==> config.mk <==
export PLATFORM = sky130hd
export DESIGN_NAME = smoldvi_multilane_serialiser
export DESIGN_NICKNAME = d
export VERILOG_FILES = /design/src/rtl/smoldvi_multilane_serialiser.sv
export SDC_FILE = /design/constraint.sdc
export NUM_CORES = 1
export LEC_CHECK = 0
export ABC_CLOCK_PERIOD_IN_PS = 4650
export CORE_MARGIN = 2
export CORE_UTILIZATION = 45
export DETAILED_ROUTE_END_ITERATION = 8
export HOLD_SLACK_MARGIN = 0.02
export PLACE_DENSITY_LB_ADDON = 0.15
export SLEW_MARGIN = 20
export SYNTH_ARGS = -nofsm -noshare
export SYNTH_HDL_FRONTEND = slang
export SYNTH_SLANG_ARGS = --single-unit
==> constraint.sdc <==
create_clock -name clk_x5 -period 4.65 [get_ports clk_x5]
set_clock_uncertainty 0.05 [all_clocks]
set_input_delay 1.395 -clock clk_x5 [delete_from_list [all_inputs] [get_ports clk_x5]]
set_output_delay 1.395 -clock clk_x5 [all_outputs]
set_load 0.05 [all_outputs]
==> src/rtl/smoldvi_multilane_serialiser.sv <==
// Multi-lane symbol serialiser: one-entry holding buffer feeding per-lane
// shift registers, W_OUT bits per lane per clk_x5, registered P/N outputs.
// Ports: clk_x5/rst_n_x5 clock and async active-low reset; in_valid/in_ready/
// in_data symbol-group handshake; prbs_en test-pattern select; clr_underflow
// and underflow sticky starvation flag; q_p/q_n registered lane outputs.
// Optional feature: define SMOLDVI_SER_PRBS_EN to build the PRBS7 generator.

module smoldvi_multilane_serialiser #(
    parameter int unsigned        N_LANES  = 3,
    parameter int unsigned        W_SYM    = 10,
    parameter int unsigned        W_OUT    = 2,
    parameter logic [W_SYM-1:0]   IDLE_SYM = 10'b1101010100,
    parameter logic [N_LANES-1:0] INV_MASK = '0
) (
    input  logic                       clk_x5,
    input  logic                       rst_n_x5,
    input  logic                       in_valid,
    output logic                       in_ready,
    input  logic [N_LANES*W_SYM-1:0]   in_data,
    input  logic                       prbs_en,
    input  logic                       clr_underflow,
    output logic                       underflow,
    output logic [N_LANES*W_OUT-1:0]   q_p,
    output logic [N_LANES*W_OUT-1:0]   q_n
);

    localparam int unsigned N_BEATS = W_SYM / W_OUT;
    localparam int unsigned W_BEAT  = (N_BEATS > 1) ? $clog2(N_BEATS) : 1;
    localparam logic [W_BEAT-1:0] LAST_BEAT = W_BEAT'(N_BEATS - 1);

    // Per-lane inversion spread across that lane's output bits.
    function automatic logic [N_LANES*W_OUT-1:0] expand_mask();
        logic [N_LANES*W_OUT-1:0] r;
        r = '0;
        for (int i = 0; i < N_LANES; i++)
            r[i*W_OUT +: W_OUT] = {W_OUT{INV_MASK[i]}};
        return r;
    endfunction

    localparam logic [N_LANES*W_OUT-1:0] INV_BITS = expand_mask();

    logic [W_BEAT-1:0]                 beat_q;
    logic                              last_beat;
    logic [N_LANES-1:0][W_SYM-1:0]     shift_q, shift_d;
    logic [N_LANES-1:0][W_SYM-1:0]     hold_q, hold_d;
    logic                              hold_full_q, hold_full_d;
    logic                              armed_q;
    logic                              xfer;
    logic                              starve;
    logic [N_LANES*W_OUT-1:0]          pre_bits;
    logic [N_LANES*W_OUT-1:0]          q_d;

    assign last_beat = (beat_q == LAST_BEAT);
    assign in_ready  = !hold_full_q;
    assign xfer      = in_valid && in_ready;

    always_comb begin
        shift_d     = shift_q;
        hold_d      = hold_q;
        hold_full_d = hold_full_q;
        starve      = 1'b0;
        if (last_beat) begin
            if (hold_full_q) begin
                shift_d     = hold_q;
                hold_full_d = 1'b0;
            end else if (xfer) begin
                shift_d = in_data;
            end else begin
                shift_d = {N_LANES{IDLE_SYM}};
                starve  = armed_q;
            end
        end else begin
            for (int i = 0; i < N_LANES; i++)
                shift_d[i] = shift_q[i] >> W_OUT;
            if (xfer) begin
                hold_d      = in_data;
                hold_full_d = 1'b1;
            end
        end
    end

`ifdef SMOLDVI_SER_PRBS_EN
    // PRBS7 x^7+x^6+1, W_OUT steps per cycle; bit 0 is the first step.
    logic [6:0]       prbs_q, prbs_d;
    logic [W_OUT-1:0] prbs_bits;

    always_comb begin
        prbs_d    = prbs_q;
        prbs_bits = '0;
        for (int j = 0; j < W_OUT; j++) begin
            prbs_bits[j] = prbs_d[6] ^ prbs_d[5];
            prbs_d       = {prbs_d[5:0], prbs_bits[j]};
        end
    end

    always_ff @(posedge clk_x5 or negedge rst_n_x5) begin
        if (!rst_n_x5)
            prbs_q <= 7'h7F;
        else
            prbs_q <= prbs_d;
    end
`else
    logic unused_prbs_en;
    assign unused_prbs_en = prbs_en;
`endif

    always_comb begin
        pre_bits = '0;
        for (int i = 0; i < N_LANES; i++)
            pre_bits[i*W_OUT +: W_OUT] = shift_q[i][W_OUT-1:0];
`ifdef SMOLDVI_SER_PRBS_EN
        if (prbs_en)
            pre_bits = {N_LANES{prbs_bits}};
`endif
        q_d = pre_bits ^ INV_BITS;
    end

    always_ff @(posedge clk_x5 or negedge rst_n_x5) begin
        if (!rst_n_x5) begin
            beat_q      <= '0;
            shift_q     <= {N_LANES{IDLE_SYM}};
            hold_q      <= '0;
            hold_full_q <= 1'b0;
            armed_q     <= 1'b0;
            underflow   <= 1'b0;
            q_p         <= INV_BITS;
            q_n         <= ~INV_BITS;
        end else begin
            beat_q      <= last_beat ? '0 : beat_q + W_BEAT'(1);
            shift_q     <= shift_d;
            hold_q      <= hold_d;
            hold_full_q <= hold_full_d;
            if (xfer)
                armed_q <= 1'b1;
            // A new starvation event outranks a same-cycle clear.
            if (starve)
                underflow <= 1'b1;
            else if (clr_underflow)
                underflow <= 1'b0;
            q_p <= q_d;
            q_n <= ~q_d;
        end
    end

endmodule

==> flow_metrics.py <==
metrics = {
    "placement": {
        "gp_congestion": 0.670,
        "io_buffers": 47,
        "dp_hpwl_mm": 3.03,
        "post_dp_cell_area_um2": 3600,
        "post-place-ws_ps": 1240,
    },
    "floorplan": {
        "io_pins": 49,
        "core_um2": 6760,
        "start_util": 0.462,
        "die_h_um": 87.3,
        "die_area_um2": 7610,
        "chipWidth_um": 87.3,
        "rows": 30,
    },
    "clock_network": {
        "clk_pin_slew_ps": 80,
        "clock_sinks": 78,
        "cts-root-buf": "clkbuf_8",
        "postCtsSetupBuffers": 0,
        "h-tree-depth": 3,
        "ctsHoldBuffers": 0,
        "cts_tree": "yes",
        "clkLatencyLatePin_ps": 340,
        "cts-buffers-inserted": 9,
        "clockBufferDepth": 2,
        "ctsResizeCount": 0,
    },
    "pwr": {
        "finalPower_mw": 1.54,
        "power_density_nw_per_um2": 405,
        "leakagePower_nw": 1.78,
        "peakVddDrop_v": 0.000198,
    },
    "final_layout": {
        "antenna_cells": 0,
        "drive_above_1_share": 0.261,
        "seqCellArea_um2": 1980,
        "fin_area_um2": 3810,
        "fillers": 568,
        "layout.nets": 315,
        "area_growth_pct": 22.1,
        "multiInputGateArea_um2": 998,
    },
    "worst_setup_path": {
        "slowest_stage": "clkdlybuf4s50_1",
        "r2r-start": "hold_full_q",
        "crit_path_cell_trace": "inv_1 -> buf_4 -> clkdlybuf4s50_1",
        "startpoint": "hold_full_q",
        "start_kind": "flip-flop",
        "required_ps": 3200,
        "critPathMaxFanout": 16,
        "end_kind": "output pin",
        "critical_path.n_buffers_inverters": 3,
        "critPathKind": "flip-flop to output pin",
        "critPathTopFamily": "buffers and inverters",
        "arrival_ps": 1820,
        "slowest_delay_ps": 830,
    },
    "drt": {
        "drcViolationCount": 0,
        "vias": 1870,
        "dr.first_iter.drc_count": 77,
        "wl_per_cell_um": 14.3,
        "ant_nets": 0,
        "finalWirelength_mm": 5.18,
        "drt_first_pass_iters": 4,
        "via_per_inst": 5.15,
    },
    "sta": {
        "clock.fmax_mhz": 306,
        "slew_headroom": 0.380,
        "drv_slew": 0,
        "setup_slack_ps": 1380,
        "fin_crit_ps": 3270,
        "rsz0062_at_grt": "false",
        "timing.final.crit_share": 0.703,
        "hold_viol": 0,
        "worstMarginPinSlew_ps": 931,
        "tns_ps": 0,
        "setup_violations": 0,
    },
    "logic_synthesis": {
        "syn_area_um2": 3120,
        "ys_ff_latch": 78,
        "synth.distinct_cells": 21,
        "syn_nets": 270,
        "syn_area_per_cell_um2": 13.4,
        "seq_area_frac_synth": 0.634,
        "yosys_warnings": 0,
        "syn_inst": 233,
    },
    "grt": {
        "grt_max_degree": 79,
        "grt_antenna_before_repair": 0,
        "grt_usage": 0.151,
        "overflow": 0,
        "grt_pass1_wl_mm": 8.69,
        "grt_pass1_vias": 1904,
    },
    "run_status": {
        "outcome": "finished clean",
    },
    "worst_hold_path": {
        "hp-start": "pre_bits[1]",
        "hold_class": "flip-flop to flip-flop",
    },
    "flow_run": {
        "max_cap_viol_count": 0,
    },
}
cells in the mapped netlist, drive strengths merged:
cell    number  area share
a221oi      15       0.042
and2         1      0.0020
buf         12       0.029
clkbuf       4      0.0048
dfrtp       57        0.46
dfstp       21        0.18
ha           2      0.0080
inv         10       0.012
mux2        31        0.15
nand2       11       0.016
nand2b       2      0.0040
nand3        1      0.0016
nor2        40       0.048
nor2b        1      0.0044
o21ai       10       0.016
o22ai       15       0.030
sequential cells by signal, indices dropped and copies added (netlist names):
signal	count
armed_q	1
beat_q	3
hold_full_q	1
hold_q	30
pre_bits	6
q_n	6
q_p	6
shift_q	24
underflow	1
per-layer routing:
| layer | GRT usage | share of wire | up-vias |
|---|---|---|---|
| li1 | - | - | 890 |
| met1 | 0.193 | 0.48 | 929 |
| met2 | 0.241 | 0.47 | 49 |
| met3 | 0.0445 | 0.043 | 2 |
| met4 | 0.0587 | 0.0073 | 0 |
| met5 | 0 | 0 | - |
worst paths after layout:
kind	depth (start not counted)	endpoint	slack, ps
setup / recovery	3	in_ready	1380
hold / removal	1	q_n[1]	320
setup reg to reg	4	hold_q[14]	2620
hold reg to reg	1	q_n[1]	320
max in group asynchronous	1	hold_q[12]	2800
min in group asynchronous	1	hold_q[1]	1140
worst reg2reg max path, cell delays in order, from the launching register on:
cell     delay, ps
dfrtp_1        380
buf_4          210
nor2b_4        400
nand2_4        450
mux2_4         440
placed cells by master, fill, tap and decap left out, drive strengths merged, types with 2 or more instances in the layout:
master,n
o22ai,15
buf,4
ha,2
o21ai,10
clkinvlp,3
nand2b,2
dfstp,21
a221oi,15
clkdlybuf4s50,46
inv,12
nor2,40
mux2,31
dfrtp,57
nand2,11
clkbuf,9
power by group:
group          switching (mW)  total, mW  internal, mW
logic                   0.120      0.253         0.133
clock network           0.258      0.512         0.254
registers              0.0284      0.780         0.751
cell families (layout without fill, tap and decap cells):
logic type / Yosys count / in the layout / share of synthesized area
AOI/OAI and AO/OA: 40 / 40 / 0.0882
adders and majority gates: 2 / 2 / 0.00802
buffers and inverters: 26 / 76 / 0.0457
DFF: 78 / 78 / 0.634
muxes: 31 / 31 / 0.148
and+or+nand+nor: 56 / 56 / 0.0758
per-stage QoR:
stage,util,instances,hold slack (ps)
finish,0.564,363,324
global route,0.564,363,332
CTS,0.564,363,327
detailed placement,0.534,347,309
global placement,0.534,347,304
floorplan,-,233,304
final cells by class:
| type | count | share of cell area |
|---|---|---|
| multi-input cells | 129 | 0.262 |
| repair buffers | 50 | 0.129 |
| clock buffers | 9 | 0.0325 |
| inverters | 10 | 0.00985 |
| well taps | 80 | 0.0263 |
| flip-flops and latches | 78 | 0.519 |
| clock inverters | 7 | 0.0213 |
No activity file was read; power rests on OpenSTA's default activity.
